### config.mk
export PLATFORM = sky130hd
export DESIGN_NAME = mc_processor_p
export DESIGN_NICKNAME = d
export VERILOG_FILES = /design/src/rtl/mc_processor_p.sv
export SDC_FILE = /design/constraint.sdc
export NUM_CORES = 1
export LEC_CHECK = 0
export CORE_MARGIN = 4
export CORE_UTILIZATION = 45
export DETAILED_ROUTE_END_ITERATION = 10
export GPL_ROUTABILITY_DRIVEN = 0
export GPL_TIMING_DRIVEN = 0
export HOLD_SLACK_MARGIN = 0.05
export PLACE_DENSITY = 0.67
export RECOVER_POWER = 50
export SYNTH_ARGS = -nofsm -noshare
export SYNTH_HDL_FRONTEND = slang
export SYNTH_SLANG_ARGS = --single-unit
export TNS_END_PERCENT = 10
### constraint.sdc
create_clock -name clk -period 6.38 [get_ports clk]
set_input_delay 1.276 -clock clk [delete_from_list [all_inputs] [get_ports clk]]
set_output_delay 1.276 -clock clk [all_outputs]
set_load 0.02 [all_outputs]
### src/rtl/mc_processor_p.sv
`default_nettype none
// ============================================================================
// Module   : mc_processor_p
// Brief    : Parametrised multicycle processor (FETCH/EXE/MEM/HALT/ERR) with
//            LD/ST/NOP/SET/ADD/JNZ/END, external instruction ROM and a
//            memory handshake (rwToMem + rdEn/wtEn).
//            Optional feature macro: MEM_TIMEOUT_EN (bounded MEM wait -> ERR).
// Revision : 1.0 - initial release
// ============================================================================
module mc_processor_p #(
  parameter int WORD_W  = 16,
  parameter int ADDR_W  = 16,
  parameter int REG_W   = 2,
  parameter int PC_W    = 8,
  parameter int TIMEOUT = 64,
  parameter int INS_W   = 3 + 2*REG_W + WORD_W
) (
  input  logic              clk,
  input  logic              reset,
  input  logic [INS_W-1:0]  ins,
  output logic [PC_W-1:0]   pcCounter,
  output logic [WORD_W-1:0] data,
  output logic              halted,
  output logic              error,
  output logic [1:0]        rwToMem,
  output logic [ADDR_W-1:0] addrToMem,
  output logic [WORD_W-1:0] dataToMem,
  input  logic              rdEn,
  input  logic              wtEn,
  input  logic [WORD_W-1:0] dataFromMem
);

  localparam int REGNUM = 2**REG_W;

  localparam logic [2:0] ST_FETCH = 3'd0;
  localparam logic [2:0] ST_EXE   = 3'd1;
  localparam logic [2:0] ST_MEM   = 3'd2;
  localparam logic [2:0] ST_HALT  = 3'd3;
  localparam logic [2:0] ST_ERR   = 3'd4;

  localparam logic [2:0] OP_LD  = 3'd0;
  localparam logic [2:0] OP_ST  = 3'd1;
  localparam logic [2:0] OP_NOP = 3'd2;
  localparam logic [2:0] OP_SET = 3'd3;
  localparam logic [2:0] OP_ADD = 3'd4;
  localparam logic [2:0] OP_JNZ = 3'd5;
  localparam logic [2:0] OP_END = 3'd6;

  localparam logic [1:0] RW_IDLE = 2'd0;
  localparam logic [1:0] RW_RD   = 2'd1;
  localparam logic [1:0] RW_WT   = 2'd2;

  logic [2:0]        state_q, state_d;
  logic [PC_W-1:0]   pc_q,    pc_d;
  logic [INS_W-1:0]  ir_q,    ir_d;
  logic [WORD_W-1:0] data_q,  data_d;
  logic [1:0]        rw_q,    rw_d;
  logic [ADDR_W-1:0] addr_q,  addr_d;
  logic [WORD_W-1:0] wdat_q,  wdat_d;
  logic [WORD_W-1:0] regs_q [REGNUM];
  logic [WORD_W-1:0] regs_d [REGNUM];

`ifdef MEM_TIMEOUT_EN
  localparam int CNT_W = (TIMEOUT > 1) ? $clog2(TIMEOUT) : 1;
  logic [CNT_W-1:0]  cnt_q, cnt_d;
`endif

  // Instruction fields decoded from the latched IR
  logic [2:0]        op;
  logic [REG_W-1:0]  rd, rs;
  logic [WORD_W-1:0] imm;
  logic [WORD_W-1:0] sum;

  assign op  = ir_q[INS_W-1 -: 3];
  assign rd  = ir_q[WORD_W+REG_W +: REG_W];
  assign rs  = ir_q[WORD_W +: REG_W];
  assign imm = ir_q[WORD_W-1:0];
  assign sum = regs_q[rd] + regs_q[rs];

  // Next-state logic: sequencing, register file update, memory request
  always_comb begin
    state_d = state_q;
    pc_d    = pc_q;
    ir_d    = ir_q;
    data_d  = data_q;
    rw_d    = rw_q;
    addr_d  = addr_q;
    wdat_d  = wdat_q;
    regs_d  = regs_q;
`ifdef MEM_TIMEOUT_EN
    cnt_d   = cnt_q;
`endif
    case (state_q)
      ST_FETCH: begin
        ir_d    = ins;
        pc_d    = pc_q + 1'b1;
        state_d = ST_EXE;
      end
      ST_EXE: begin
        case (op)
          OP_LD: begin
            rw_d    = RW_RD;
            addr_d  = imm[ADDR_W-1:0];
            state_d = ST_MEM;
`ifdef MEM_TIMEOUT_EN
            cnt_d   = '0;
`endif
          end
          OP_ST: begin
            rw_d    = RW_WT;
            addr_d  = imm[ADDR_W-1:0];
            wdat_d  = regs_q[rd];
            state_d = ST_MEM;
`ifdef MEM_TIMEOUT_EN
            cnt_d   = '0;
`endif
          end
          OP_NOP: state_d = ST_FETCH;
          OP_SET: begin
            regs_d[rd] = imm;
            data_d     = imm;
            state_d    = ST_FETCH;
          end
          OP_ADD: begin
            regs_d[rd] = sum;
            data_d     = sum;
            state_d    = ST_FETCH;
          end
          OP_JNZ: begin
            if (regs_q[rd] != '0) pc_d = imm[PC_W-1:0];
            state_d = ST_FETCH;
          end
          OP_END:  state_d = ST_HALT;
          default: state_d = ST_ERR;
        endcase
      end
      ST_MEM: begin
        // Only the enable matching the pending op completes the access
        if (op == OP_LD && rdEn) begin
          regs_d[rd] = dataFromMem;
          data_d     = dataFromMem;
          rw_d       = RW_IDLE;
          state_d    = ST_FETCH;
        end else if (op == OP_ST && wtEn) begin
          rw_d       = RW_IDLE;
          state_d    = ST_FETCH;
        end
`ifdef MEM_TIMEOUT_EN
        // Last allowed cycle without an enable: abandon the access
        else if (cnt_q == CNT_W'(TIMEOUT-1)) begin
          rw_d    = RW_IDLE;
          state_d = ST_ERR;
        end else begin
          cnt_d = cnt_q + 1'b1;
        end
`endif
      end
      ST_HALT, ST_ERR: state_d = state_q;
      default: begin
        rw_d    = RW_IDLE;
        state_d = ST_ERR;
      end
    endcase
  end

  // State registers with asynchronous active-low reset
  always_ff @(posedge clk or negedge reset) begin
    if (!reset) begin
      state_q <= ST_FETCH;
      pc_q    <= '0;
      ir_q    <= '0;
      data_q  <= '0;
      rw_q    <= RW_IDLE;
      addr_q  <= '0;
      wdat_q  <= '0;
      for (int i = 0; i < REGNUM; i++) regs_q[i] <= '0;
`ifdef MEM_TIMEOUT_EN
      cnt_q   <= '0;
`endif
    end else begin
      state_q <= state_d;
      pc_q    <= pc_d;
      ir_q    <= ir_d;
      data_q  <= data_d;
      rw_q    <= rw_d;
      addr_q  <= addr_d;
      wdat_q  <= wdat_d;
      for (int i = 0; i < REGNUM; i++) regs_q[i] <= regs_d[i];
`ifdef MEM_TIMEOUT_EN
      cnt_q   <= cnt_d;
`endif
    end
  end

  assign pcCounter = pc_q;
  assign data      = data_q;
  assign halted    = (state_q == ST_HALT);
  assign error     = (state_q == ST_ERR);
  assign rwToMem   = rw_q;
  assign addrToMem = addr_q;
  assign dataToMem = wdat_q;

endmodule
`default_nettype wire
==> metrics.txt, run 1 <==
startpoint of the most critical setup path=ir_q[16]$_DFFE_PN0P_; Via density=5.93; source of the worst register-to-register timing path=ir_q[16]$_DFFE_PN0P_; number of stages on the worst setup path=10; number of optimization iterations in the first detailed-route pass=5; number of cells upsized or downsized after cts=0; pre-CTS WS=1.71 ns; most common cell after layout, fill and taps aside=sky130_fd_sc_hd__dfrtp_1; DRC violation total after the first TritonRoute iteration=500; slack of the worst reg-to-reg path=1.64 ns; cell with the largest stage delay on the worst path=sky130_fd_sc_hd__buf_1; worst max-slew margin expressed relative to the limit=-158%; Post-CTS Setup Repair Bufs=0; Syn. warnings=0; placeable core region=16,800 sq um; part of the Yosys area used for sequential elements=47.4%; total grt overflow=0; number of design rule violations left after detail routing=0; path type of the worst setup path=reg2reg; total routed wirelength=21,700 microns; kind of capture point of the worst setup path=flop; WP data required=6.66 ns; clk_lat worst skew=0.43 ns; Setup-failing EPs final=0; net count of the mapped netlist=698; via count of the first global-routing pass=6,091; global-route wire length before repair=34,600 microns; fraction of final layout cells sized beyond drive strength 1=24.7%; DP Wirelength=15,900 microns; CP max FO=10; CP startpoint kind=flop; CP Buf/Inv Count=2; list of cells traversed by the critical path=clkbuf_1 -> buf_1 -> mux4_2 -> ha_1 -> o21a_1 -> nor2_1 -> a2111oi_0 -> o21ai_0 -> a21oi_1 -> o31ai_1; number of routed nets with antenna violations=0; count of pins on the block boundary=103; Vert. Die Dim=140 microns; # hold bufs at CTS=0; antenna violations before repair=0; number of enable-type register cells in the synthesized netlist=0; Arr. time, crit path=5.02 ns; TritonCTS clock tree=built; number of antenna repair diodes=0; dominant synthesized flop cell=sky130_fd_sc_hd__dfrtp_1; Design Power=0.00559 W; power per unit of standard cell area=572 nW/um^2; post-layout net count=820; status=finished with violations; Netlist cell types=56; Area Growth Syn to Fin=25.1%; category of cells accounting for the largest share of critical-path delay=compound AO/OA/AOI/OAI gates; register area=3700 sq um; Async S/R FF share, synth=100%; final critical-path setup slack=1.64 ns; CP endpoint=regs_q[27]$_DFFE_PN0P_; number of buffers inserted by port buffering=102; cell at the root of the clock tree=sky130_fd_sc_hd__clkbuf_16; DR WL/cell=21.8 microns; CP max stage delay=0.91 ns; starting density of the core=46.4%; Fillers=1,393; # H-tree levels=4; number of slew-limit violations in the final report=70; flip-flop and latch count after synthesis=148; Max rail drop VDD=259 uV; R2R Path End=regs_q[27]$_DFFE_PN0P_; overall global routing resource usage=22.8%; worst reg-to-reg path cell count=10; share of the clock period used by the worst path=74.3%; floorplan die area=19,500 sq um; Clock Sink Count=148; final hold violation count=0; final critical-path required period=4.74 ns; Site Rows=47; commonest non-fill, non-tap cells in the layout=148 x sky130_fd_sc_hd__dfrtp_1, 100 x sky130_fd_sc_hd__clkdlybuf4s50_1, 96 x sky130_fd_sc_hd__mux2_2, 62 x sky130_fd_sc_hd__nand2_1, 33 x sky130_fd_sc_hd__a21oi_1; average cell area after synthesis=12.2 sq um; count of maximum capacitance violations=1; area of the mapped netlist=7810 sq um; violated checks=max-capacitance violations, max-slew violations; largest clock skew in the final design=0.0104 ns; unrepaired setup endpoints after global routing=false; clk slew on worst S/H paths=0.07 ns; leakage power figure=4.27 nW; vias=5,892; transition time of the tightest slew-check pin=3.87 ns; Num CTS Buffers=17; type of the tightest min-delay check=reg2reg; largest net degree at the start of global routing=80; Cells after Synth=638; floorplan die width=140 microns; footprint of the multi-input gates=3900 sq um; number of buffers on the longest clock path=2; max frequency=0.211 GHz
==> tightest hold or removal path, stage by stage (launching register included) <==
cell and delay, ns:
sky130_fd_sc_hd__dfrtp_1 0.34, sky130_fd_sc_hd__nand2_1 0.06, sky130_fd_sc_hd__o31ai_1 0.06
==> how the worst min path moves through the flow <==
stage	from	end	slack, ns	cells past startpoint
finish	data[14]$_DFFE_PN0P_	data[14]$_DFFE_PN0P_	0.49	2
detailed placement	data[14]$_DFFE_PN0P_	data[14]$_DFFE_PN0P_	0.47	2
CTS	data[14]$_DFFE_PN0P_	data[14]$_DFFE_PN0P_	0.49	2
global placement	data[14]$_DFFE_PN0P_	data[14]$_DFFE_PN0P_	0.47	2
global route	dataToMem[8]$_DFFE_PN0P_	dataToMem[8]$_DFFE_PN0P_	0.52	1
floorplan	regs_q[16]$_DFFE_PN0P_	regs_q[16]$_DFFE_PN0P_	0.46	2
==> final cells by class <==
class | count | area share (%)
clock buffers | 18 | 4.50
clock inverters | 14 | 2.08
well taps | 220 | 2.82
multi-input cells | 445 | 39.9
plain buffers | 39 | 1.86
flip-flops and latches | 148 | 37.9
repair buffers | 103 | 10.7
inverters | 6 | 0.231
==> stage by stage <==
| step | instances | setup TNS, ns | area (sq um) | utilization, % | hold slack, ns |
|---|---|---|---|---|---|
| after floorplan | 638 | 0 | 7810 | - | 0.457 |
| after global placement | 960 | -262.83 | 9100 | 54.1 | 0.468 |
| after global routing | 993 | 0 | 9770 | 58.1 | 0.520 |
| after detailed placement | 961 | 0 | 9130 | 54.3 | 0.472 |
| after CTS | 993 | 0 | 9770 | 58.1 | 0.487 |
| final | 993 | 0 | 9770 | 58.1 | 0.487 |
==> cell families (layout without fill, tap and decap cells) <==
logic type | after synthesis | after routing | synth area share (%)
buffers and inverters | 45 | 180 | 2.63
XOR/XNOR | 7 | 7 | 0.785
flip-flops | 148 | 148 | 47.4
AND/OR/NAND/NOR | 143 | 143 | 8.97
AO/OA/AOI/OAI | 129 | 129 | 10.9
multiplexers | 149 | 149 | 26.4
adder cells (fa/ha/maj) | 17 | 17 | 2.82
==> synthesized netlist by cell type (2+ instances only) <==
cell	instances	area share (%)
sky130_fd_sc_hd__nand3b_1	2	0.19
sky130_fd_sc_hd__a31oi_1	5	0.40
sky130_fd_sc_hd__inv_1	6	0.29
sky130_fd_sc_hd__nor4_1	6	0.48
sky130_fd_sc_hd__o21ai_0	25	1.6
sky130_fd_sc_hd__a41o_1	2	0.26
sky130_fd_sc_hd__a211o_1	2	0.22
sky130_fd_sc_hd__nand2b_1	3	0.24
sky130_fd_sc_hd__nand2_1	62	3.0
sky130_fd_sc_hd__and2_1	5	0.40
sky130_fd_sc_hd__nand3_1	9	0.58
sky130_fd_sc_hd__nor3b_2	2	0.32
sky130_fd_sc_hd__mux2_4	10	1.9
sky130_fd_sc_hd__nor3b_1	4	0.38
sky130_fd_sc_hd__o31ai_1	23	2.2
sky130_fd_sc_hd__mux2i_1	10	1.3
sky130_fd_sc_hd__mux2_2	97	14
sky130_fd_sc_hd__o21a_1	2	0.19
sky130_fd_sc_hd__buf_4	5	0.48
sky130_fd_sc_hd__a21oi_1	33	2.1
sky130_fd_sc_hd__mux4_2	32	9.2
sky130_fd_sc_hd__nor2b_1	3	0.24
sky130_fd_sc_hd__and3_1	8	0.64
sky130_fd_sc_hd__nand4_1	3	0.24
sky130_fd_sc_hd__ha_1	16	2.6
sky130_fd_sc_hd__a22oi_1	2	0.19
sky130_fd_sc_hd__nor2_1	27	1.3
sky130_fd_sc_hd__a21o_1	10	0.96
sky130_fd_sc_hd__a22o_1	2	0.22
sky130_fd_sc_hd__buf_2	8	0.51
sky130_fd_sc_hd__a211oi_1	7	0.67
sky130_fd_sc_hd__a221o_1	2	0.26
sky130_fd_sc_hd__dfrtp_1	148	47
sky130_fd_sc_hd__buf_1	3	0.14
sky130_fd_sc_hd__clkbuf_1	22	1.1
sky130_fd_sc_hd__nor3_1	4	0.26
sky130_fd_sc_hd__xnor2_1	6	0.67
sky130_fd_sc_hd__o22ai_1	4	0.32
==> flip-flops by register name, indices dropped and copies added (netlist names) <==
name,count
regs_q,64
rwToMem,2
pcCounter,8
data,16
ir_q,23
state_q,3
dataToMem,16
addrToMem,16
==> routing by layer <==
metal / track usage [%] / vias to the layer above / share of wire [%]
met2: 35.9 / 253 / 47
met5: 0 / - / 0
met4: 8.21 / 0 / 2.6
met3: 5.56 / 44 / 7.1
li1: - / 2646 / -
met1: 31.1 / 2949 / 43
==> report_power, final <==
group	switching, W	internal [W]	total, W
clock	0.000408	0.000670	0.00108
sequential	0.000320	0.00136	0.00168
combinational	0.00153	0.00131	0.00283
total	0.00225	0.00333	0.00559
No activity file was read; power rests on OpenSTA's default activity.
==> run 2, diff against run 1 <==
- PLACE_DENSITY: 0.67 -> 0.7
- clock period: 6.38 -> 3.85 ns (I/O delays scaled with it)
==> metrics.txt, run 2 (same netlist as run 1, synthesis figures left out) <==
number of slew-limit violations in the final report=68; global-route wire length before repair=35,200 microns; Site Rows=47; met3 usage in global routing=5.21%; count of pins on the block boundary=103; unrepaired setup endpoints after global routing=false; biggest regs=regs_q (64), ir_q (23); pre-CTS WS=-0.743 ns; largest net degree at the start of global routing=83; post-layout net count=818; power share of the combinational group=49.9%; met2 usage in global routing=37.3%; floorplan die width=140 microns; DR WL/cell=22.1 microns; peak-usage layer in the global routing report=met2; Clock Sink Count=148; Largest register FFs=64; clk slew on worst S/H paths=0.06 ns; number of buffers inserted by port buffering=102; number of cells in the finished layout apart from fillers=991; terminating pin of the worst hold path=data[14]$_DFFE_PN0P_; slack of the worst reg-to-reg path=0.15 ns; number of optimization iterations in the first detailed-route pass=5; final critical-path setup slack=0.146 ns; cell at the root of the clock tree=sky130_fd_sc_hd__clkbuf_16; Max rail drop VDD=472 uV; total placed cells including tap cells=961; number of antenna repair diodes=0; fraction of power spent switching nets=40.0%; GRT met1 Usage=30.7%; R2R Path End=regs_q[10]$_DFFE_PN0P_; TritonCTS clock tree=built; most common cell after layout, fill and taps aside=sky130_fd_sc_hd__dfrtp_1; overall global routing resource usage=23.1%; final critical-path required period=3.70 ns; transition time of the tightest slew-check pin=1.62 ns; WP data required=4.16 ns; Vert. Die Dim=140 microns; placed cell area=9130 sq um; total net switching power=0.00376 W; worst max-slew margin expressed relative to the limit=-8.27%; antenna violations before repair=0; Arr. time, crit path=4.02 ns; Sum Neg Setup Slack=0 ns; floorplan die area=19,500 sq um; Setup-failing EPs final=0; leakage power figure=4.34 nW; total routed wirelength=21,900 microns; design area=9820 sq um; type of the tightest min-delay check=reg2reg; number of routed nets with antenna violations=0; worst min-delay path startpoint=data[14]$_DFFE_PN0P_; placeable core region=16,800 sq um; power per unit of standard cell area=958 nW/um^2; Min-Delay Path Depth=2; source of the worst register-to-register timing path=ir_q[18]$_DFFE_PN0P_; # hold bufs at CTS=0; share of total power in the clock network=20.0%; worst reg-to-reg path cell count=10; number of design rule violations left after detail routing=0; vias=5,949; path type of the worst setup path=reg2reg; status=finished with violations; fraction of final layout cells sized beyond drive strength 1=26.3%; # H-tree levels=4; commonest non-fill, non-tap cells in the layout=146 x sky130_fd_sc_hd__dfrtp_1, 96 x sky130_fd_sc_hd__mux2_2, 82 x sky130_fd_sc_hd__clkdlybuf4s50_1, 62 x sky130_fd_sc_hd__nand2_1, 32 x sky130_fd_sc_hd__mux4_2; violated checks=max-capacitance violations, max-slew violations; starting density of the core=46.4%; hold slack=0.486 ns; Num CTS Buffers=17; Area Growth Syn to Fin=25.8%; number of buffers on the longest clock path=2; Fillers=1,399; DP Wirelength=16,100 microns; clk_lat worst skew=0.44 ns; CP max FO=10; DRC violation total after the first TritonRoute iteration=459; total grt overflow=0; max frequency=0.270 GHz; internal power summed over all cells=0.00564 W; via count of the first global-routing pass=6,216; count of maximum capacitance violations=1; register with the highest flop count=regs_q; share of the clock period used by the worst path=96.2%; final hold violation count=0; sequential cell fraction of total power=30.1%; Via density=6.00; kind of capture point of the worst setup path=flop; CP startpoint kind=flop; largest clock skew in the final design=0.0115 ns
## run 2: cell types whose count changed in the layout (fill, tap and decap cells not counted), sizes merged
cell           change
clkdlybuf4s50     -18
dlygate4sd3       +18
clkbuf             +7
buf                -3
clkinvlp           -3
clkinv             -2
inv                -2
bufinv             +1
## run 2: stage by stage
step	utilization (%)	total power (W)
final	58.4	0.00941
after global routing	58.4	0.00995
after CTS	58.4	0.00940
after detailed placement	54.3	0.00745
after global placement	54.1	0.00727
after floorplan	-	0.00578
## run 2: worst max path at each step
stage / from / slack, ns / end
finish: ir_q[18]$_DFFE_PN0P_ / 0.15 / regs_q[10]$_DFFE_PN0P_
global route: ir_q[18]$_DFFE_PN0P_ / 0.02 / regs_q[62]$_DFFE_PN0P_
CTS: ir_q[19]$_DFFE_PN0P_ / -0.002 / regs_q[42]$_DFFE_PN0P_
detailed placement: ir_q[16]$_DFFE_PN0P_ / -0.74 / regs_q[11]$_DFFE_PN0P_
global placement: reset / -3.74 / dataToMem[10]$_DFFE_PN0P_
floorplan: ir_q[16]$_DFFE_PN0P_ / 0.25 / data[15]$_DFFE_PN0P_
## run 2: cell type report
cell class | instances | area [sq um] | share of cell area [%]
plain buffers | 37 | 188 | 1.91
flip-flops and latches | 148 | 3710 | 37.7
inverters | 6 | 22.5 | 0.229
multi-input cells | 445 | 3930 | 40.1
well taps | 220 | 275 | 2.80
clock inverters | 8 | 169 | 1.72
repair buffers | 103 | 1020 | 10.4
clock buffers | 24 | 502 | 5.11
## run 2: repair_timing
| item | 4_1_cts | 5_1_grt |
|---|---|---|
| endpoints found under the setup margin | 50 | 35 |
| buffers inserted | 0 | 0 |
| resized for setup | 11 | 10 |
| cloned | 0 | 0 |
## run 2: critical path: stages, from the launching register on
cell,delay (ns)
sky130_fd_sc_hd__dfrtp_2,0.48
sky130_fd_sc_hd__buf_6,0.20
sky130_fd_sc_hd__mux4_2,0.56
sky130_fd_sc_hd__ha_1,0.27
sky130_fd_sc_hd__fa_1,0.46
sky130_fd_sc_hd__a21o_1,0.20
sky130_fd_sc_hd__a221o_1,0.42
sky130_fd_sc_hd__a311o_1,0.36
sky130_fd_sc_hd__nand3_1,0.11
sky130_fd_sc_hd__a31oi_2,0.17
sky130_fd_sc_hd__mux2_2,0.35
## run 2: layer usage
layer  wire length [microns]  vias to the layer above
met5                       0                        -
met3                    1370                       52
met2                   10700                      243
met4                     697                        0
li1                        -                     2640
met1                    9190                     3014
## run 2: power by group through the flow
| stage | Clock (W) | Combinational, W | Sequential, W |
|---|---|---|---|
| floorplan | 0 | 0.00285 | 0.00294 |
| global placement | 0 | 0.00453 | 0.00274 |
| detailed placement | 0 | 0.00466 | 0.00279 |
| CTS | 0.00191 | 0.00469 | 0.00280 |
| global route | 0.00198 | 0.00505 | 0.00291 |
| finish | 0.00188 | 0.00470 | 0.00283 |
